==> src/rtl/mem_writeback_ctrl.sv <==
// Writeback burst controller: streams NUM_ROWS staged 64-bit rows from the register
// bank into consecutive data-memory words, with a per-write ready timeout.
module mem_writeback_ctrl #(
  parameter int ADDR_W   = 8,
  parameter int NUM_ROWS = 4,
  parameter int TIMEOUT  = 15
) (
  input  logic              clk,
  input  logic              rst,
  input  logic              start_i,
  input  logic [ADDR_W-1:0] base_addr_i,
  input  logic [63:0]       row_data_i,
  input  logic              dmem_ready_i,
  output logic              write_mem_o,
  output logic [3:0]        row_addr_o,
  output logic [ADDR_W-1:0] dmem_addr_o,
  output logic [63:0]       dmem_data_o,
  output logic              dmem_we_o,
  output logic              busy_o,
  output logic              done_o,
  output logic              err_o,
  output logic [1:0]        state_o
);

  typedef enum logic [1:0] {
    IDLE    = 2'd0,
    ROW_SEL = 2'd1,
    WRITE   = 2'd2,
    FIN     = 2'd3
  } state_e;

  localparam logic [1:0] LAST_ROW    = 2'(NUM_ROWS - 1);
  localparam logic [7:0] TIMEOUT_CNT = 8'(TIMEOUT);

  state_e              state_q;
  logic [1:0]          row_q;
  logic [7:0]          wait_q;
  logic [ADDR_W-1:0]   base_q;
  logic                write_mem_q;
  logic [3:0]          row_addr_q;
  logic [ADDR_W-1:0]   dmem_addr_q;
  logic [63:0]         dmem_data_q;
  logic                dmem_we_q;
  logic                busy_q;
  logic                done_q;
  logic                err_q;

  // Handshake: dmem_we_o is a request that holds address and data stable until
  // dmem_ready_i is sampled high on a rising edge; the write completes on that edge.
  always_ff @(posedge clk) begin
    if (rst) begin
      state_q     <= IDLE;
      row_q       <= 2'd0;
      wait_q      <= 8'd0;
      base_q      <= '0;
      write_mem_q <= 1'b0;
      row_addr_q  <= 4'b0000;
      dmem_addr_q <= '0;
      dmem_data_q <= 64'd0;
      dmem_we_q   <= 1'b0;
      busy_q      <= 1'b0;
      done_q      <= 1'b0;
      err_q       <= 1'b0;
    end else begin
      case (state_q)
        IDLE: begin
          done_q <= 1'b0;
          if (start_i) begin
            base_q      <= base_addr_i;
            row_q       <= 2'd0;
            err_q       <= 1'b0;
            write_mem_q <= 1'b1;
            row_addr_q  <= 4'b1000;
            busy_q      <= 1'b1;
            state_q     <= ROW_SEL;
          end else begin
            write_mem_q <= 1'b0;
            row_addr_q  <= 4'b0000;
            dmem_we_q   <= 1'b0;
            busy_q      <= 1'b0;
          end
        end
        ROW_SEL: begin
          // The bank has had the whole ROW_SEL cycle to return the selected row.
          dmem_data_q <= row_data_i;
          dmem_addr_q <= base_q + ADDR_W'(row_q);
          dmem_we_q   <= 1'b1;
          wait_q      <= 8'd0;
          state_q     <= WRITE;
        end
        WRITE: begin
          if (dmem_ready_i) begin
            dmem_we_q <= 1'b0;
            if (row_q == LAST_ROW) begin
              done_q      <= 1'b1;
              write_mem_q <= 1'b0;
              row_addr_q  <= 4'b0000;
              state_q     <= FIN;
            end else begin
              row_q      <= row_q + 2'd1;
              row_addr_q <= {2'b10, row_q + 2'd1};
              state_q    <= ROW_SEL;
            end
          end else begin
            wait_q <= wait_q + 8'd1;
            if (wait_q + 8'd1 == TIMEOUT_CNT) begin
              dmem_we_q   <= 1'b0;
              write_mem_q <= 1'b0;
              row_addr_q  <= 4'b0000;
              err_q       <= 1'b1;
              busy_q      <= 1'b0;
              state_q     <= IDLE;
            end
          end
        end
        FIN: begin
          done_q  <= 1'b0;
          busy_q  <= 1'b0;
          state_q <= IDLE;
        end
        default: state_q <= IDLE;
      endcase
    end
  end

  assign write_mem_o = write_mem_q;
  assign row_addr_o  = row_addr_q;
  assign dmem_addr_o = dmem_addr_q;
  assign dmem_data_o = dmem_data_q;
  assign dmem_we_o   = dmem_we_q;
  assign busy_o      = busy_q;
  assign done_o      = done_q;
  assign err_o       = err_q;
  assign state_o     = state_q;

endmodule
==> config.mk <==
export PLATFORM = sky130hd
export DESIGN_NAME = mem_writeback_ctrl
export DESIGN_NICKNAME = d
export VERILOG_FILES = /design/src/rtl/mem_writeback_ctrl.sv
export SDC_FILE = /design/constraint.sdc
export NUM_CORES = 1
export LEC_CHECK = 0
export ABC_AREA = 1
export BUFFER_PORTS_ARGS = -buffer_cell sky130_fd_sc_hd__buf_2
export CORE_UTILIZATION = 48
export CTS_CLUSTER_SIZE = 16
export DETAILED_ROUTE_END_ITERATION = 8
export GPL_ROUTABILITY_DRIVEN = 1
export PLACE_DENSITY = 0.87
export SYNTH_ARGS = -nofsm -noshare
export SYNTH_HDL_FRONTEND = slang
export SYNTH_SLANG_ARGS = --single-unit
==> constraint.sdc <==
create_clock -name clk -period 1.76 [get_ports clk]
set_input_delay 0.088 -clock clk [delete_from_list [all_inputs] [get_ports clk]]
set_output_delay 0.088 -clock clk [all_outputs]
set_load 0.03 [all_outputs]
==> results of run 1 <==
==> cell type report <==
class	instances	share of cell area
clock buffer	11	0.0260
clock inverter	5	0.0114
inverter	35	0.0226
multi-input combinational	374	0.304
sequential	100	0.345
tap	102	0.0220
timing repair buffer	234	0.268
==> timing repair <==
item	in CTS	in global routing
hold buffers	68	0
resized for setup	0	11
endpoints found under the hold margin	68	0
setup endpoints to repair	0	13
==> registers in the layout (all words and copies together), names as in the netlist <==
name         cells
row_addr_o       3
err_o            1
wait_q           8
state_o          2
write_mem_o      1
dmem_we_o        1
row_q            2
dmem_data_o     64
done_o           1
dmem_addr_o      8
busy_o           1
base_q           8
==> cells in the final DEF, fill, tap and decap left out <==
| cell type | n |
|---|---|
| a211oi_1 | 2 |
| a21oi_1 | 31 |
| buf_12 | 2 |
| buf_2 | 157 |
| buf_4 | 7 |
| bufinv_16 | 1 |
| clkbuf_8 | 11 |
| clkinvlp_4 | 1 |
| conb_1 | 1 |
| dfxtp_1 | 95 |
| dfxtp_2 | 5 |
| dlygate4sd3_1 | 68 |
| fa_1 | 1 |
| ha_1 | 7 |
| ha_2 | 2 |
| inv_1 | 30 |
| inv_2 | 5 |
| inv_6 | 2 |
| inv_8 | 1 |
| nand2_1 | 48 |
| nand2_2 | 3 |
| nand2_4 | 1 |
| nand3_1 | 12 |
| nand3_4 | 1 |
| nand4_1 | 3 |
| nor2_1 | 160 |
| nor2_2 | 6 |
| nor2_4 | 1 |
| nor3_1 | 1 |
| o21ai_0 | 71 |
| o21ai_1 | 15 |
| o21bai_1 | 1 |
| or2_2 | 1 |
| xnor2_1 | 1 |
| xor2_1 | 5 |
==> through the flow <==
step | utilization | instances | instance area, sq um | hold WS (ns) | worst slack, ns
6_report | 0.737 | 861 | 5810 | 0.0130 | 0.0670
3_3_place_gp | 0.621 | 777 | 4900 | 0.309 | 0.183
3_5_place_dp | 0.621 | 777 | 4900 | 0.316 | 0.0784
5_1_grt | 0.737 | 861 | 5810 | 0.0244 | -0.0532
2_1_floorplan | - | 538 | 4010 | 0.223 | 0.0200
4_1_cts | 0.735 | 861 | 5800 | 0.00301 | 0.0627
==> power by group through the flow <==
stage	Combinational [mW]	Clock (mW)	Sequential, mW
floorplan	0.925	0	3.77
global placement	2.46	0	2.96
detailed placement	2.51	0	2.98
CTS	2.63	1.62	2.94
global route	2.93	1.70	3.01
finish	2.70	1.58	2.96
==> routing by layer <==
metal,track usage,up-vias,share of wire
li1,-,2147,-
met1,0.322,2070,0.40
met2,0.513,199,0.51
met3,0.0659,43,0.062
met4,0.141,0,0.033
met5,0,-,0
==> worst max-delay path: cells and delay by family, from the launching register on <==
family | cells | cell delay [ns]
AND/OR/NAND/NOR | 8 | 0.88
flip-flops | 1 | 0.35
adder cells (fa/ha/maj) | 1 | 0.21
buffers and inverters | 1 | 0.07
AO/OA/AOI/OAI | 1 | 0.06
==> worst min path at each step <==
stage	start	endpoint	slack, ns	depth (start not counted)
floorplan	row_data_i[0]	dmem_data_o[0]	0.22	2
global placement	row_data_i[51]	dmem_data_o[51]	0.31	3
detailed placement	row_data_i[44]	dmem_data_o[44]	0.32	3
CTS	base_addr_i[7]	base_q[7]	0.003	3
global route	dmem_ready_i	row_addr_o[1]	0.02	3
finish	base_addr_i[7]	base_q[7]	0.01	3
==> cell families (layout without fill, tap and decap cells) <==
| kind of cell | Yosys count | in the layout | synth area share |
|---|---|---|---|
| AOI/OAI and AO/OA | 120 | 120 | 0.152 |
| DFF | 100 | 100 | 0.499 |
| adders and majority gates | 10 | 10 | 0.0331 |
| xor gates and xnor gates | 6 | 6 | 0.0131 |
| other | 1 | 1 | 0.000935 |
| and+or+nand+nor | 237 | 237 | 0.239 |
| buffers and inverters | 64 | 285 | 0.0627 |
==> run metrics, run 1 <==
# IOs 159; Core ar. between 0.007 and 0.008 sq mm; IO buf count between 150 and 200; Fill cells around 560; Starting DRT DRC Count 179; Max clock buf depth 2; ys async rst share 0; Worst setup endpoint row_addr_o[0]; FF+latch area ~0.002 sq mm; CP Data Required Time approximately 2 ns; skew final between 0.01 and 0.015 ns; die height around 93 microns; setup TNS 0 ns; Seq/Total Area, Yosys 0.499; status finished, final reports clean; Crit Reg-Reg Endpoint row_addr_o[0]; Synth area leaders dfxtp_1 (50%), nor2_1 (15%), o21ai_0 (9.0%); initial core utilization 0.508; element type at the critical path end flop; peak supply drop between 0.6 and 0.7 mV; Die Area ~0.0087 sq mm; slowest stage delay, CP around 0.35 ns; largest net degree at the start of global routing between 50 and 60; CTS root buffer clkbuf_8; reg2reg setup slack about 0.067 ns; Post-CTS Setup Bufs 0; Syn Nets between 600 and 700; hold crit path type in -> reg; routed len/inst around 14 microns; Setup crit start kind flop; CP Class reg -> reg; vias in the first global route 4432; Mapped Area 0.00401 sq mm; Commonest cells post-synth nor2_1 (162), dfxtp_1 (100), o21ai_0 (72), nand2_1 (49), inv_1 (32); sw frac 0.405; clock sinks 100; Avg Cell Area, Syn 7.45 sq um; top cell type's share of synthesized area 0.499; initial antenna violation count 0; R2R cell count 11; layout cells sized above 1 0.273; most common flop cell mapped by yosys dfxtp_1; first-pass GRT wire length roughly 20 mm; Reg-to-Reg Start wait_q[0]; min cycle time layout around 1.7 ns; GRT Total Usage 0.288; area occupied by multi-input gates 0.00177 sq mm; CP max stage cell dfxtp_2; Reg power frac 0.409; Leak Pwr ~2.9 nW; final setup vio count 0; post-DR vias/cell 5.18; Psw 2.93 mW; clk_lat worst skew 0.36 ns; Area Overhead vs Synth 45.0%; Die Span X 93.4 microns; Worst-path clk slew approximately 0.10 ns; GR Overflow Total 0; number of flops mapped to enable cells by yosys 0; total CTS buffers 9; 1st-pass router iterations 4; Max Cap Viol 0; crit path max fanout 8; antenna viol nets, final 0; FMAX approximately 590 MHz; Final Hold Viols 0; dpl hpwl between 7 and 8 mm; CTS tree built; Gate power share 0.372; area leader, netlist dfxtp_1; Inserted Diodes 0; # DRC 0; Syn Inst Count approximately 540; Critical Path Source wait_q[0]; most numerous cell in the Yosys netlist nor2_1; Routed Wire Length 12.3 mm; post-route clock period utilization 0.962; Cell Rows 32; DR vias approximately 4500; Synth cell types 27; YS warnings 0; nets between 800 and 900; post-layout total power about 7.2 mW; Internal Pwr Total between 4 and 5 mW; GPL Wtd Cong about 0.9; H-tree depth 3; max-slew violations 0; synthesized flop and latch total 100; PwrDens around 1200 mW/mm^2; Clock Power Share 0.219; CP Data Arrival Time 1.93 ns; crit-path cells ha_2 > nand2_2 > inv_1 > nor2_2 > nand3_1 > nor2_2 > nand3_4 > nand2_4 > nand2_1 > nand2_1 > a21oi_1
Power figures use the tool's default switching activity.
==> run 2, diff against run 1 <==
Settings changed: REMOVE_ABC_BUFFERS set to 1.
==> run 2 against run 1 <==
Sequential share of layout area up 0.24 points. Clock-buffer cell count down 2. Non-clock buffer count is 2 lower. Highest routed layer unchanged. Cell count down 0.12%. Largest power group unchanged.
==> run metrics, run 2 (synthesis results as in run 1) <==
hold depth 3 (unchanged); final hold slack 0.00200 ns (-0.0110 ns); post-DR vias/cell 5.46 (+5.5%); Worst-path clk slew 0.10 ns (about the same); CP max stage cell dfxtp_2; max reg flops 64 (unchanged); CP Class reg -> reg; post-route clock period utilization 0.941 (-0.0208); Max clock buf depth 2 (unchanged); crit-path cells ha_2 > nand2_1 > inv_1 > nor2_2 > nand3_1 > nor2_2 > nand3_4 > nand2_4 > nand2_2 > nand2_1 > nand2_1 > nor2_2; vias in the first global route 4575 (+3.2%); R2R cell count 12 (+1); 1st-pass router iterations 5 (+1); GR Overflow Total 0 (unchanged); max-slew violations 0 (unchanged); Final Hold Viols 0 (unchanged); clock sinks 100 (unchanged); Cell Rows 32 (unchanged); GRT Total Usage 0.332 (+0.0441); skew final 0.00962 ns (-0.00526 ns); initial core utilization 0.508 (unchanged); # IOs 159 (unchanged); CTS root buffer clkbuf_8; Reg-to-Reg Start wait_q[0]; Area Overhead vs Synth 43.8%; IO buf count 157 (unchanged); Starting DRT DRC Count 392 (+120%); element type at the critical path end flop; initial antenna violation count 1 (+1); Setup crit start kind flop; Leak Pwr 2.84 nW (-0.87%); Critical Path Source wait_q[0]; nets 838 (-0.24%); Crit Reg-Reg Endpoint state_o[0]; final setup vio count 0 (unchanged); # DRC 0 (unchanged); FMAX 604 MHz (+2.2%); Max Cap Viol 0 (unchanged); die height 93.4 microns (unchanged); largest net degree at the start of global routing 59 (+11%); min cycle time layout 1.66 ns (-0.0367 ns); GPL Wtd Cong 0.852 (-5.0%); routed len/inst 16.8 microns (+17%); slowest stage delay, CP 0.35 ns (about the same); layout cells sized above 1 0.271 (-0.00192); Routed Wire Length 14.4 mm (+17%); H-tree depth 3 (unchanged); Min-Delay Endpoint base_q[6]; first-pass GRT wire length 22.3 mm (+12%); antenna viol nets, final 0 (unchanged); DR vias 4699 (+5.4%); hold_sp base_addr_i[6]; pre-CTS setup slack 0.0664 ns (-0.0119 ns); Die Area 0.00872 sq mm (unchanged); commonest non-fill, non-tap cell in the layout nor2_1; Post-CTS Setup Bufs 0 (unchanged); status finished, final reports clean; CP Data Required Time 2.07 ns (+0.07 ns); Die Span X 93.4 microns (unchanged); peak supply drop 0.756 mV (+9.7%); PwrDens 1250 mW/mm^2 (about the same); commonest cells after routing, fill and taps aside nor2_1 (161), buf_2 (157), dfxtp_1 (97); reg2reg setup slack 0.10 ns (+0.04 ns); crit path max fanout 8 (unchanged); CP Data Arrival Time 1.97 ns (+0.04 ns); clk_lat worst skew 0.37 ns (about the same); CTS tree built; hold crit path type in -> reg; total CTS buffers 9 (unchanged); fin worst setup slack 0.104 ns (+0.0367 ns); dpl hpwl 7.75 mm (+7.5%); Core ar. 0.00789 sq mm (unchanged)
[run 2: through the flow]
step | instances | total power [mW] | TNS [ns] | util | instance area (sq um)
global route | 860 | 7.50 | -0.0175 | 0.731 | 5770
global placement | 776 | 5.42 | 0 | 0.620 | 4890
floorplan | 509 | 4.64 | -86.72 | - | 3890
detailed placement | 776 | 5.50 | 0 | 0.620 | 4890
finish | 860 | 7.18 | 0 | 0.731 | 5770
CTS | 859 | 6.98 | 0 | 0.728 | 5750
[run 2: how the worst max path moves through the flow]
| stage | cells after the start | slack, ns | to |
|---|---|---|---|
| after global placement | 7 | 0.18 | dmem_addr_o[6] |
| after detailed placement | 12 | 0.07 | state_o[0] |
| final | 12 | 0.10 | state_o[0] |
| after CTS | 12 | 0.04 | state_o[0] |
| after global routing | 12 | -0.02 | state_o[0] |
| after floorplan | 6 | -1.36 | wait_q[5] |
[run 2: per-layer routing]
| metal | wire (microns) | track usage |
|---|---|---|
| met4 | 899 | 0.210 |
| met2 | 7090 | 0.579 |
| met3 | 1330 | 0.0862 |
| met5 | 0 | 0 |
| met1 | 5100 | 0.356 |
[run 2: what timing repair did]
item | in CTS | in global routing
hold buffers | 67 | 0
endpoints found under the setup margin | 0 | 18
gates resized for setup | 0 | 9
hold endpoints to repair | 67 | 0
[run 2: power by group]
group / total (mW) / switching, mW / leakage, nW / internal (mW)
registers: 2.99 / 0.282 / 0.825 / 2.71
clock network: 1.40 / 0.865 / 0.0957 / 0.537
logic: 2.79 / 1.96 / 1.92 / 0.824
[run 2: area by class of cell]
class                   instances  area (sq um)
inverters                      35           131
well taps                     102           128
clock buffers                   9           124
repair buffers                232          1540
flip-flops and latches        100          2010
multi-input cells             374          1770
diodes                          1          2.50
fillers                       521          2120
clock inverters                 7          60.1
[run 2: worst max-delay path: cells and delay by family, from the launching register on]
kind          cells  cell delay (ns)
buf+inv           1             0.07
simple gates     10             0.96
flops             1             0.35
fa+ha+maj         1             0.21
